## src/rtl/image_pkg.sv

```systemverilog
// image_pkg
//   Shared constants and types for the raster-scan ROM reader.
//   Image geometry, ROM timing, output buffer sizing, the scan FSM state
//   type and a small popcount helper for the in-flight valid pipe.
package image_pkg;

  localparam int unsigned IMG_W      = 32;  // pixels per line
  localparam int unsigned IMG_H      = 32;  // lines per frame
  localparam int unsigned ADDR_W     = 10;  // ROM address width
  localparam int unsigned PIX_W      = 8;   // pixel width
  localparam int unsigned ROM_LAT    = 3;   // rom_en high to rom_data valid
  localparam int unsigned FIFO_DEPTH = 4;   // output buffer depth, power of 2, >= ROM_LAT

  localparam int unsigned NUM_PIX = IMG_W * IMG_H;
  localparam int unsigned X_W     = $clog2(IMG_W);
  localparam int unsigned Y_W     = $clog2(IMG_H);
  localparam int unsigned CNT_W   = $clog2(FIFO_DEPTH) + 1;  // holds 0..FIFO_DEPTH
  localparam int unsigned INF_W   = $clog2(ROM_LAT + 1);     // holds 0..ROM_LAT
  localparam int unsigned OCC_W   = CNT_W + 1;               // in-flight + buffered

  typedef enum logic [1:0] {
    IDLE,
    RUN,
    DRAIN,
    DONE
  } scan_state_t;

  // Number of reads currently travelling through the ROM latency pipe.
  function automatic logic [INF_W-1:0] count_ones(input logic [ROM_LAT-1:0] v);
    logic [INF_W-1:0] n;
    n = '0;
    for (int i = 0; i < ROM_LAT; i++) begin
      n = n + INF_W'(v[i]);
    end
    return n;
  endfunction

endpackage

```

## src/rtl/pix_fifo.sv

```systemverilog
// pix_fifo
//   Small synchronous FIFO buffering ROM pixels ahead of the valid/ready
//   output. Head entry is presented combinationally on rd_data.
// Ports
//   clk, rst_n    clock, asynchronous active-low reset
//   flush         synchronous clear of pointers and count (wins over push/pop)
//   push, wr_data write request and data
//   pop           read request (advances head)
//   rd_data       current head entry
//   count         number of stored entries (0..DEPTH)
//   empty         count == 0
module pix_fifo #(
  parameter int unsigned DEPTH = 4,
  parameter int unsigned WIDTH = 8
) (
  input  logic                     clk,
  input  logic                     rst_n,
  input  logic                     flush,
  input  logic                     push,
  input  logic [WIDTH-1:0]         wr_data,
  input  logic                     pop,
  output logic [WIDTH-1:0]         rd_data,
  output logic [$clog2(DEPTH):0]   count,
  output logic                     empty
);

  localparam int unsigned PTR_W = $clog2(DEPTH);
  localparam int unsigned CNT_W = PTR_W + 1;

  logic [WIDTH-1:0] mem_q [DEPTH];
  logic [PTR_W-1:0] wr_ptr_q;
  logic [PTR_W-1:0] rd_ptr_q;
  logic [CNT_W-1:0] count_q;
  logic             full;
  logic             wr_en;
  logic             rd_en;

  assign empty   = (count_q == '0);
  assign full    = (count_q == CNT_W'(DEPTH));
  assign rd_en   = pop && !empty;
  // A push into a full FIFO is still safe when the head leaves in the same cycle.
  assign wr_en   = push && (!full || rd_en);
  assign rd_data = mem_q[rd_ptr_q];
  assign count   = count_q;

  always_ff @(posedge clk or negedge rst_n) begin
    if (!rst_n) begin
      wr_ptr_q <= '0;
      rd_ptr_q <= '0;
      count_q  <= '0;
      for (int i = 0; i < DEPTH; i++) begin
        mem_q[i] <= '0;
      end
    end else if (flush) begin
      wr_ptr_q <= '0;
      rd_ptr_q <= '0;
      count_q  <= '0;
    end else begin
      if (wr_en) begin
        mem_q[wr_ptr_q] <= wr_data;
        wr_ptr_q        <= wr_ptr_q + PTR_W'(1);
      end
      if (rd_en) begin
        rd_ptr_q <= rd_ptr_q + PTR_W'(1);
      end
      count_q <= count_q + CNT_W'(wr_en) - CNT_W'(rd_en);
    end
  end

endmodule

```

## src/rtl/image_scan_ctrl.sv

```systemverilog
// image_scan_ctrl
//   Raster-scan read sequencer for the IMG_W x IMG_H pixel ROM. A start pulse
//   issues one ROM read per address 0..NUM_PIX-1; returned pixels are buffered
//   and streamed over valid/ready with x/y coordinates and line/frame flags.
// Ports
//   clk, rst_n          clock, asynchronous active-low reset
//   start               begin a frame (accepted from IDLE only)
//   abort               drop everything in flight and return to IDLE, no done
//   busy                frame in progress (RUN or DRAIN)
//   done                one-cycle pulse after the last pixel is handshaken
//   rom_en, rom_addr    ROM read enable and address (address delayed ROM_LAT-1)
//   rom_data            ROM read data, valid ROM_LAT cycles after rom_en
//   pix_data, pix_valid, pix_ready   output stream
//   pix_x, pix_y        coordinates of pix_data
//   pix_sol, pix_eol, pix_sof, pix_eof   start/end of line/frame flags
module image_scan_ctrl
  import image_pkg::*;
(
  input  logic              clk,
  input  logic              rst_n,
  input  logic              start,
  input  logic              abort,
  output logic              busy,
  output logic              done,
  output logic              rom_en,
  output logic [ADDR_W-1:0] rom_addr,
  input  logic [PIX_W-1:0]  rom_data,
  output logic [PIX_W-1:0]  pix_data,
  output logic              pix_valid,
  input  logic              pix_ready,
  output logic [X_W-1:0]    pix_x,
  output logic [Y_W-1:0]    pix_y,
  output logic              pix_sol,
  output logic              pix_eol,
  output logic              pix_sof,
  output logic              pix_eof
);

  localparam logic [ADDR_W-1:0] LAST_ADDR = ADDR_W'(NUM_PIX - 1);
  localparam logic [X_W-1:0]    X_LAST    = X_W'(IMG_W - 1);
  localparam logic [Y_W-1:0]    Y_LAST    = Y_W'(IMG_H - 1);

  scan_state_t       state_q, state_d;
  logic [ADDR_W-1:0] issue_cnt_q, issue_cnt_d;
  logic [ROM_LAT-1:0] valid_pipe_q;
  logic [ADDR_W-1:0] addr_pipe_q [ROM_LAT-1];
  logic [X_W-1:0]    x_q, x_d;
  logic [Y_W-1:0]    y_q, y_d;

  logic              issue;
  logic              frame_start;
  logic              flush;
  logic              handshake;
  logic              credit_ok;
  logic              drain_done;
  logic [INF_W-1:0]  inflight;
  logic [OCC_W-1:0]  occupancy;

  logic [CNT_W-1:0]  fifo_count;
  logic              fifo_empty;
  logic [PIX_W-1:0]  fifo_rd_data;

  pix_fifo #(
    .DEPTH (FIFO_DEPTH),
    .WIDTH (PIX_W)
  ) u_fifo (
    .clk     (clk),
    .rst_n   (rst_n),
    .flush   (flush),
    .push    (valid_pipe_q[ROM_LAT-1]),
    .wr_data (rom_data),
    .pop     (handshake),
    .rd_data (fifo_rd_data),
    .count   (fifo_count),
    .empty   (fifo_empty)
  );

  assign pix_valid = !fifo_empty;
  assign handshake = pix_valid && pix_ready;
  assign inflight  = count_ones(valid_pipe_q);

  // Every read in flight has a reserved FIFO slot. A pop this cycle frees one,
  // so the issue test is inflight + count - pop < FIFO_DEPTH, written without
  // subtraction.
  assign occupancy = OCC_W'(inflight) + OCC_W'(fifo_count);
  assign credit_ok = occupancy < (OCC_W'(FIFO_DEPTH) + OCC_W'(handshake));

  // Nothing left to deliver once this cycle completes; lets done follow the
  // final handshake by one cycle.
  assign drain_done = (inflight == '0) &&
                      (fifo_empty || ((fifo_count == CNT_W'(1)) && handshake));

  // Next-state / issue logic
  always_comb begin
    state_d     = state_q;
    issue_cnt_d = issue_cnt_q;
    issue       = 1'b0;
    frame_start = 1'b0;
    flush       = 1'b0;
    if (abort && (state_q != IDLE)) begin
      state_d     = IDLE;
      issue_cnt_d = '0;
      flush       = 1'b1;
    end else begin
      unique case (state_q)
        IDLE: begin
          if (start && !abort) begin
            state_d     = RUN;
            issue_cnt_d = '0;
            frame_start = 1'b1;
          end
        end
        RUN: begin
          if (credit_ok) begin
            issue = 1'b1;
            if (issue_cnt_q == LAST_ADDR) begin
              state_d     = DRAIN;
              issue_cnt_d = '0;
            end else begin
              issue_cnt_d = issue_cnt_q + ADDR_W'(1);
            end
          end
        end
        DRAIN: begin
          if (drain_done) begin
            state_d = DONE;
          end
        end
        DONE: begin
          state_d = IDLE;
        end
        default: begin
          state_d = IDLE;
        end
      endcase
    end
  end

  // Coordinate counters follow accepted pixels
  always_comb begin
    x_d = x_q;
    y_d = y_q;
    if (flush || frame_start) begin
      x_d = '0;
      y_d = '0;
    end else if (handshake) begin
      if (x_q == X_LAST) begin
        x_d = '0;
        y_d = (y_q == Y_LAST) ? '0 : y_q + Y_W'(1);
      end else begin
        x_d = x_q + X_W'(1);
      end
    end
  end

  always_ff @(posedge clk or negedge rst_n) begin
    if (!rst_n) begin
      state_q     <= IDLE;
      issue_cnt_q <= '0;
      x_q         <= '0;
      y_q         <= '0;
    end else begin
      state_q     <= state_d;
      issue_cnt_q <= issue_cnt_d;
      x_q         <= x_d;
      y_q         <= y_d;
    end
  end

  // ROM timing: rom_addr must reach the ROM ROM_LAT-1 cycles after rom_en,
  // and the data is captured ROM_LAT cycles after rom_en.
  always_ff @(posedge clk or negedge rst_n) begin
    if (!rst_n) begin
      valid_pipe_q <= '0;
      for (int i = 0; i < ROM_LAT - 1; i++) begin
        addr_pipe_q[i] <= '0;
      end
    end else begin
      valid_pipe_q <= flush ? '0 : {valid_pipe_q[ROM_LAT-2:0], issue};
      // First stage only loads on issue so rom_addr holds its last value when idle.
      if (issue) begin
        addr_pipe_q[0] <= issue_cnt_q;
      end
      for (int i = 1; i < ROM_LAT - 1; i++) begin
        addr_pipe_q[i] <= addr_pipe_q[i-1];
      end
    end
  end

  assign rom_en   = issue;
  assign rom_addr = addr_pipe_q[ROM_LAT-2];
  assign busy     = (state_q == RUN) || (state_q == DRAIN);
  assign done     = (state_q == DONE);

  // Data and flags are forced low without a valid pixel so idle/reset outputs read 0.
  assign pix_data = pix_valid ? fifo_rd_data : '0;
  assign pix_x    = x_q;
  assign pix_y    = y_q;
  assign pix_sol  = pix_valid && (x_q == '0);
  assign pix_eol  = pix_valid && (x_q == X_LAST);
  assign pix_sof  = pix_valid && (x_q == '0) && (y_q == '0);
  assign pix_eof  = pix_valid && (x_q == X_LAST) && (y_q == Y_LAST);

endmodule
```

## config.mk

```make
export PLATFORM = sky130hd
export DESIGN_NAME = image_scan_ctrl
export DESIGN_NICKNAME = d
export VERILOG_FILES = /design/src/rtl/image_pkg.sv /design/src/rtl/pix_fifo.sv /design/src/rtl/image_scan_ctrl.sv
export SDC_FILE = /design/constraint.sdc
export NUM_CORES = 1
export LEC_CHECK = 0
export CAP_MARGIN = 0
export CORE_MARGIN = 2
export CORE_UTILIZATION = 60
export DETAILED_ROUTE_END_ITERATION = 8
export PLACE_DENSITY = 0.86
export SLEW_MARGIN = 25
export SYNTH_ARGS = -nofsm -noshare
export SYNTH_HDL_FRONTEND = slang
export SYNTH_SLANG_ARGS = --single-unit
```

## constraint.sdc

```tcl
create_clock -name clk -period 7.6 [get_ports clk]
set_input_delay 1.9 -clock clk [delete_from_list [all_inputs] [get_ports clk]]
set_output_delay 1.9 -clock clk [all_outputs]
set_load 0.02 [all_outputs]
```

Word-level counts from Yosys, hierarchy flattened
Cells that the tools add are included.

word-level totals
  bits in registers = 84
  latch bits = 0
  memory bits (writable) = 0
  memory bits (read-only) = 0
  input bits = 13
  output and inout bits = 36
  logic and storage cells = 116
  memories kept = 0

operators by class
  add/sub/neg operators = 11
  $mul = 0
  divide/modulo/power cells = 0
  magnitude comparators = 4
  eq/ne operators = 12
  shift-type cells = 0
  mux-type cells = 38
  bitwise operators = 3
  reductions and logical operators = 34

operators by type and width
  kind                   count
  $mux 10                4
  $mux 5                 7
  $bwmux 32              1
  $mux 8                 4
  $pmux 10 s2            1
  $mux 2                 9
  $bmux 8 s2             1
  $demux 8 s2            1
  $logic_and 1x1->1      12
  $ne 3x3->1 const B     4
  $add 10x1->10 const B  1
  $add 5x1->5 const B    2
  $eq 10x10->1 const B   1
  $eq 5x5->1 const B     2
  $logic_not 5->1        2
  $reduce_bool 2->1      5
  $pmux 2 s4             1
  $mux 1                 7
  $ge 3x3->1 const B     2
  $mux 3                 2
  $not 2->3              2
  $add 2x1->2 const B    2
  $add 2x3->4            1
  $add 3x1->4 const A    1
  19 further kinds       27

Longest topological paths before layout
  word-level depth = 9
  gate-level depth with buffers = 12
  gate-level depth less buffers = 12

Cells and area by module
A second synthesis with hierarchy kept.

unflattened totals
  cells, all modules = 359
  area total of the unflattened synthesis = 4270.3 um^2

by module, submodules not included
  module           times used  cells each  area each (um^2)  sequential area each (um^2)
  image_scan_ctrl  1           234         2413.6            1126.1
  pix_fifo         1           125         1856.8            975.9

Least setup slack after synthesis
OpenSTA, ideal clock, no wires.

  kind = input to output
  start point = input port abort
  end point = output port rom_en
  data arrival time = 2.829 ns
  required time = 5.700 ns
  setup slack = 2.871 ns
  stages on the path = 5
  path through = nor2b_1 > buf_2 > a211oi_1 > and2_1 > buf_4

on the way
  cells in the longest elaborated chain, start to end = 2

RTL lines
  element             RTL line                text
  start: declaration  image_scan_ctrl.sv:22   input logic abort,
  $logic_and 1x1->1   image_scan_ctrl.sv:100  if (abort && (state_q != IDLE)) begin
  $mux 1              image_scan_ctrl.sv:100
  end: declaration    image_scan_ctrl.sv:25   output logic rom_en,

Every way passes these cells.

Final worst setup path
Ends and elaborated chain as after synthesis.

==> reports/metrics.csv <==
metric,value,unit
grt_use_total,0.216,
synthTopCellsByCount,"dfrtp_1, mux2_2, nor2_1",
via_count,2744,
hold_viol,0,
reg2reg_depth,8,
final-setup-viol-count,0,
port_buffers,48,
critPathMaxFanout,12,
fin_nets,422,
h-tree-depth,3,
switching_share,0.388,
combPwrFrac,0.426,
antenna_found_initial,0,
min_from,addr_pipe_q[17],
core-area,6760,µm²
hold_buffers,0,
ir_drop,0.000257,V
hpwl,5380,µm
tightest_slew,0.742,ns
yosys-top-cells-area,"dfrtp_1, mux2_2, ha_1",
maxSlewHeadroom,0.502,
die-area,7640,µm²
dr.first_iter.drc_count,179,
detail-route-antenna-nets,0,
crit_required,5.70,ns
routed_wl,7620,µm
end_kind,output pin,
die_w,87.4,µm
p_leak,2.30,nW
grt_max_degree,85,
yosysUniqueCellTypes,49,
r2r_setup_slack,4.48,ns
pwr-share-clk,0.187,
power_density,348,nW/µm²
gp_congestion,0.841,
synth_top_area_frac,0.503,
synth_flop_cell,dfrtp_1,
ys_seq_elements,84,
num_rows,30,
clock-sinks,84,
synth_area_per_cell,12.1,µm²
die_h,87.4,µm
syn_nets,380,
finish.utilization,0.718,
pin_count,49,
drive_above_1_share,0.181,
grt_pass1_wl,12800,µm
drcViolationCount,0,
place_ws,1.50,ns
clk-insertion-delay-late,0.36,ns
antennaDiodeCount,0,
syn_to_final_growth,16.1,%
start_util,0.618,
syn_inst,345,
root_buffer,clkbuf_8,
rsz0062_at_grt,no,
cts_buffers,9,
critPathArrivalTime,4.19,ns
cts_tree,built,
finalSetupTns,0,ns
synth-async-reset-ratio,1.00,
intPower,1.03,mW
worstPathCellList,"clkdlybuf4s50_1, nor2b_1, a211oi_1, and2_1, clkdlybuf4s50_1",
critPathLaunch,abort,
min_path_type,register to register,
via_per_inst,5.81,
path_common_cell,clkdlybuf4s50_1,
cts_resized,0,
crit_path_start_kind,primary input,
crit_end,rom_en,
post-cts-setup-buffer-count,0,
maxCapViolations,0,
slew_viol_final,0,
fmax,164,MHz
cts_buffer_depth,2,
path_class,primary input to output pin,
yosysTopAreaCell,dfrtp_1,
syn-cell-area,4180,µm²
status,"finished, final reports clean",
reg2reg_to,addr_pipe_q[12],
timing.rr.start,valid_pipe_q[0],
post-route-min-period,6.09,ns
overflow,0,
wire_per_inst,16.1,µm
yosysSeqAreaShare,0.503,
yosysMostFrequentCell,dfrtp_1,
worst_path_max_delay_cell,clkdlybuf4s50_1,
seqPwrFrac,0.387,
synth_edf_count,0,
slowest_delay,0.70,ns
finClkSkew,0.0113,ns
ys.warnings.count,0,
post-route-period-util,0.802,
firstDrtPassIters,4,
grt_pass1_vias,2760,
fin_ws,1.51,ns
cts.clk_slew.worst_paths,0.10,ns
switchingPower,0.655,mW
-- power groups by stage --
stage                     clock (mW)  combinational (mW)  sequential [mW]
after floorplan                    0               0.526            0.623
after global placement             0               0.697            0.653
after detailed placement           0               0.722            0.663
after CTS                      0.322               0.726            0.654
after global routing           0.345               0.789            0.667
final                          0.316               0.718            0.652
-- worst max-delay path: cells and delay by family --
family	cells	cell delay [ns]
AOI/OAI and AO/OA	1	0.34
and+or+nand+nor	2	0.78
buffers and inverters	2	1.17
-- final cells by class --
| type | instances | area, µm² |
|---|---|---|
| Timing Repair Buffer | 48 | 482 |
| Clock inverter | 7 | 76.3 |
| Inverter | 21 | 81.3 |
| Tap cell | 80 | 100 |
| Multi-Input combinational cell | 223 | 1880 |
| Fill cell | 462 | 1910 |
| Clock buffer | 9 | 124 |
| Sequential cell | 84 | 2100 |
-- state kept, by name (all words and copies together) (netlist names) --
signal,count
u_fifo.mem_q,32
addr_pipe_q,10
issue_cnt_q,10
rom_addr,10
pix_x,5
pix_y,5
u_fifo.count,3
valid_pipe_q,3
state_q,2
u_fifo.rd_ptr_q,2
u_fifo.wr_ptr_q,2
-- placed cells by master, fill, tap and decap left out, types with 11 or more instances in the layout --
master / Yosys / routed
and2_1: 13 / 13
nand2_1: 15 / 15
inv_1: 18 / 18
nor2_1: 20 / 20
mux2_2: 31 / 31
a21oi_1: 19 / 19
mux2_1: 11 / 11
dfrtp_1: 84 / 84
clkdlybuf4s50_1: 0 / 47
ha_1: 19 / 19
-- how the worst min path moves through the flow --
stage / end / slack (ns) / cells after the start
3_3_place_gp: rom_addr[8] / 0.36 / 0
3_5_place_dp: rom_addr[7] / 0.36 / 0
5_1_grt: rom_addr[7] / 0.39 / 0
4_1_cts: rom_addr[7] / 0.38 / 0
2_1_floorplan: rom_addr[0] / 0.35 / 0
6_report: rom_addr[7] / 0.38 / 0
-- routing by layer --
metal / part of all wire / wire (µm) / up-vias / GRT usage
li1: - / - / 1302 / -
met1: 0.44 / 3340 / 1361 / 0.278
met2: 0.51 / 3920 / 68 / 0.370
met3: 0.036 / 272 / 13 / 0.0455
met4: 0.012 / 92 / 0 / 0.0629
met5: 0 / 0 / - / 0
-- through the flow --
| stage | hold slack [ns] | std cells | total power [mW] | area, µm² |
|---|---|---|---|---|
| global route | 0.386 | 472 | 1.80 | 4850 |
| floorplan | 0.350 | 345 | 1.15 | 4180 |
| CTS | 0.382 | 472 | 1.70 | 4840 |
| detailed placement | 0.358 | 456 | 1.38 | 4640 |
| finish | 0.378 | 472 | 1.69 | 4850 |
| global placement | 0.357 | 456 | 1.35 | 4640 |
-- kinds of logic (layout without fill, tap and decap cells) --
kind of cell | Yosys count | after routing | share of synthesized area
AND/OR/NAND/NOR | 92 | 92 | 0.127
flip-flops | 84 | 84 | 0.503
multiplexers | 52 | 52 | 0.161
AO/OA/AOI/OAI | 51 | 51 | 0.0791
buffers and inverters | 38 | 85 | 0.0458
adder cells (fa/ha/maj) | 22 | 22 | 0.0713
XOR/XNOR | 6 | 6 | 0.0126
Note: power is estimated with default switching activity, not from simulation.
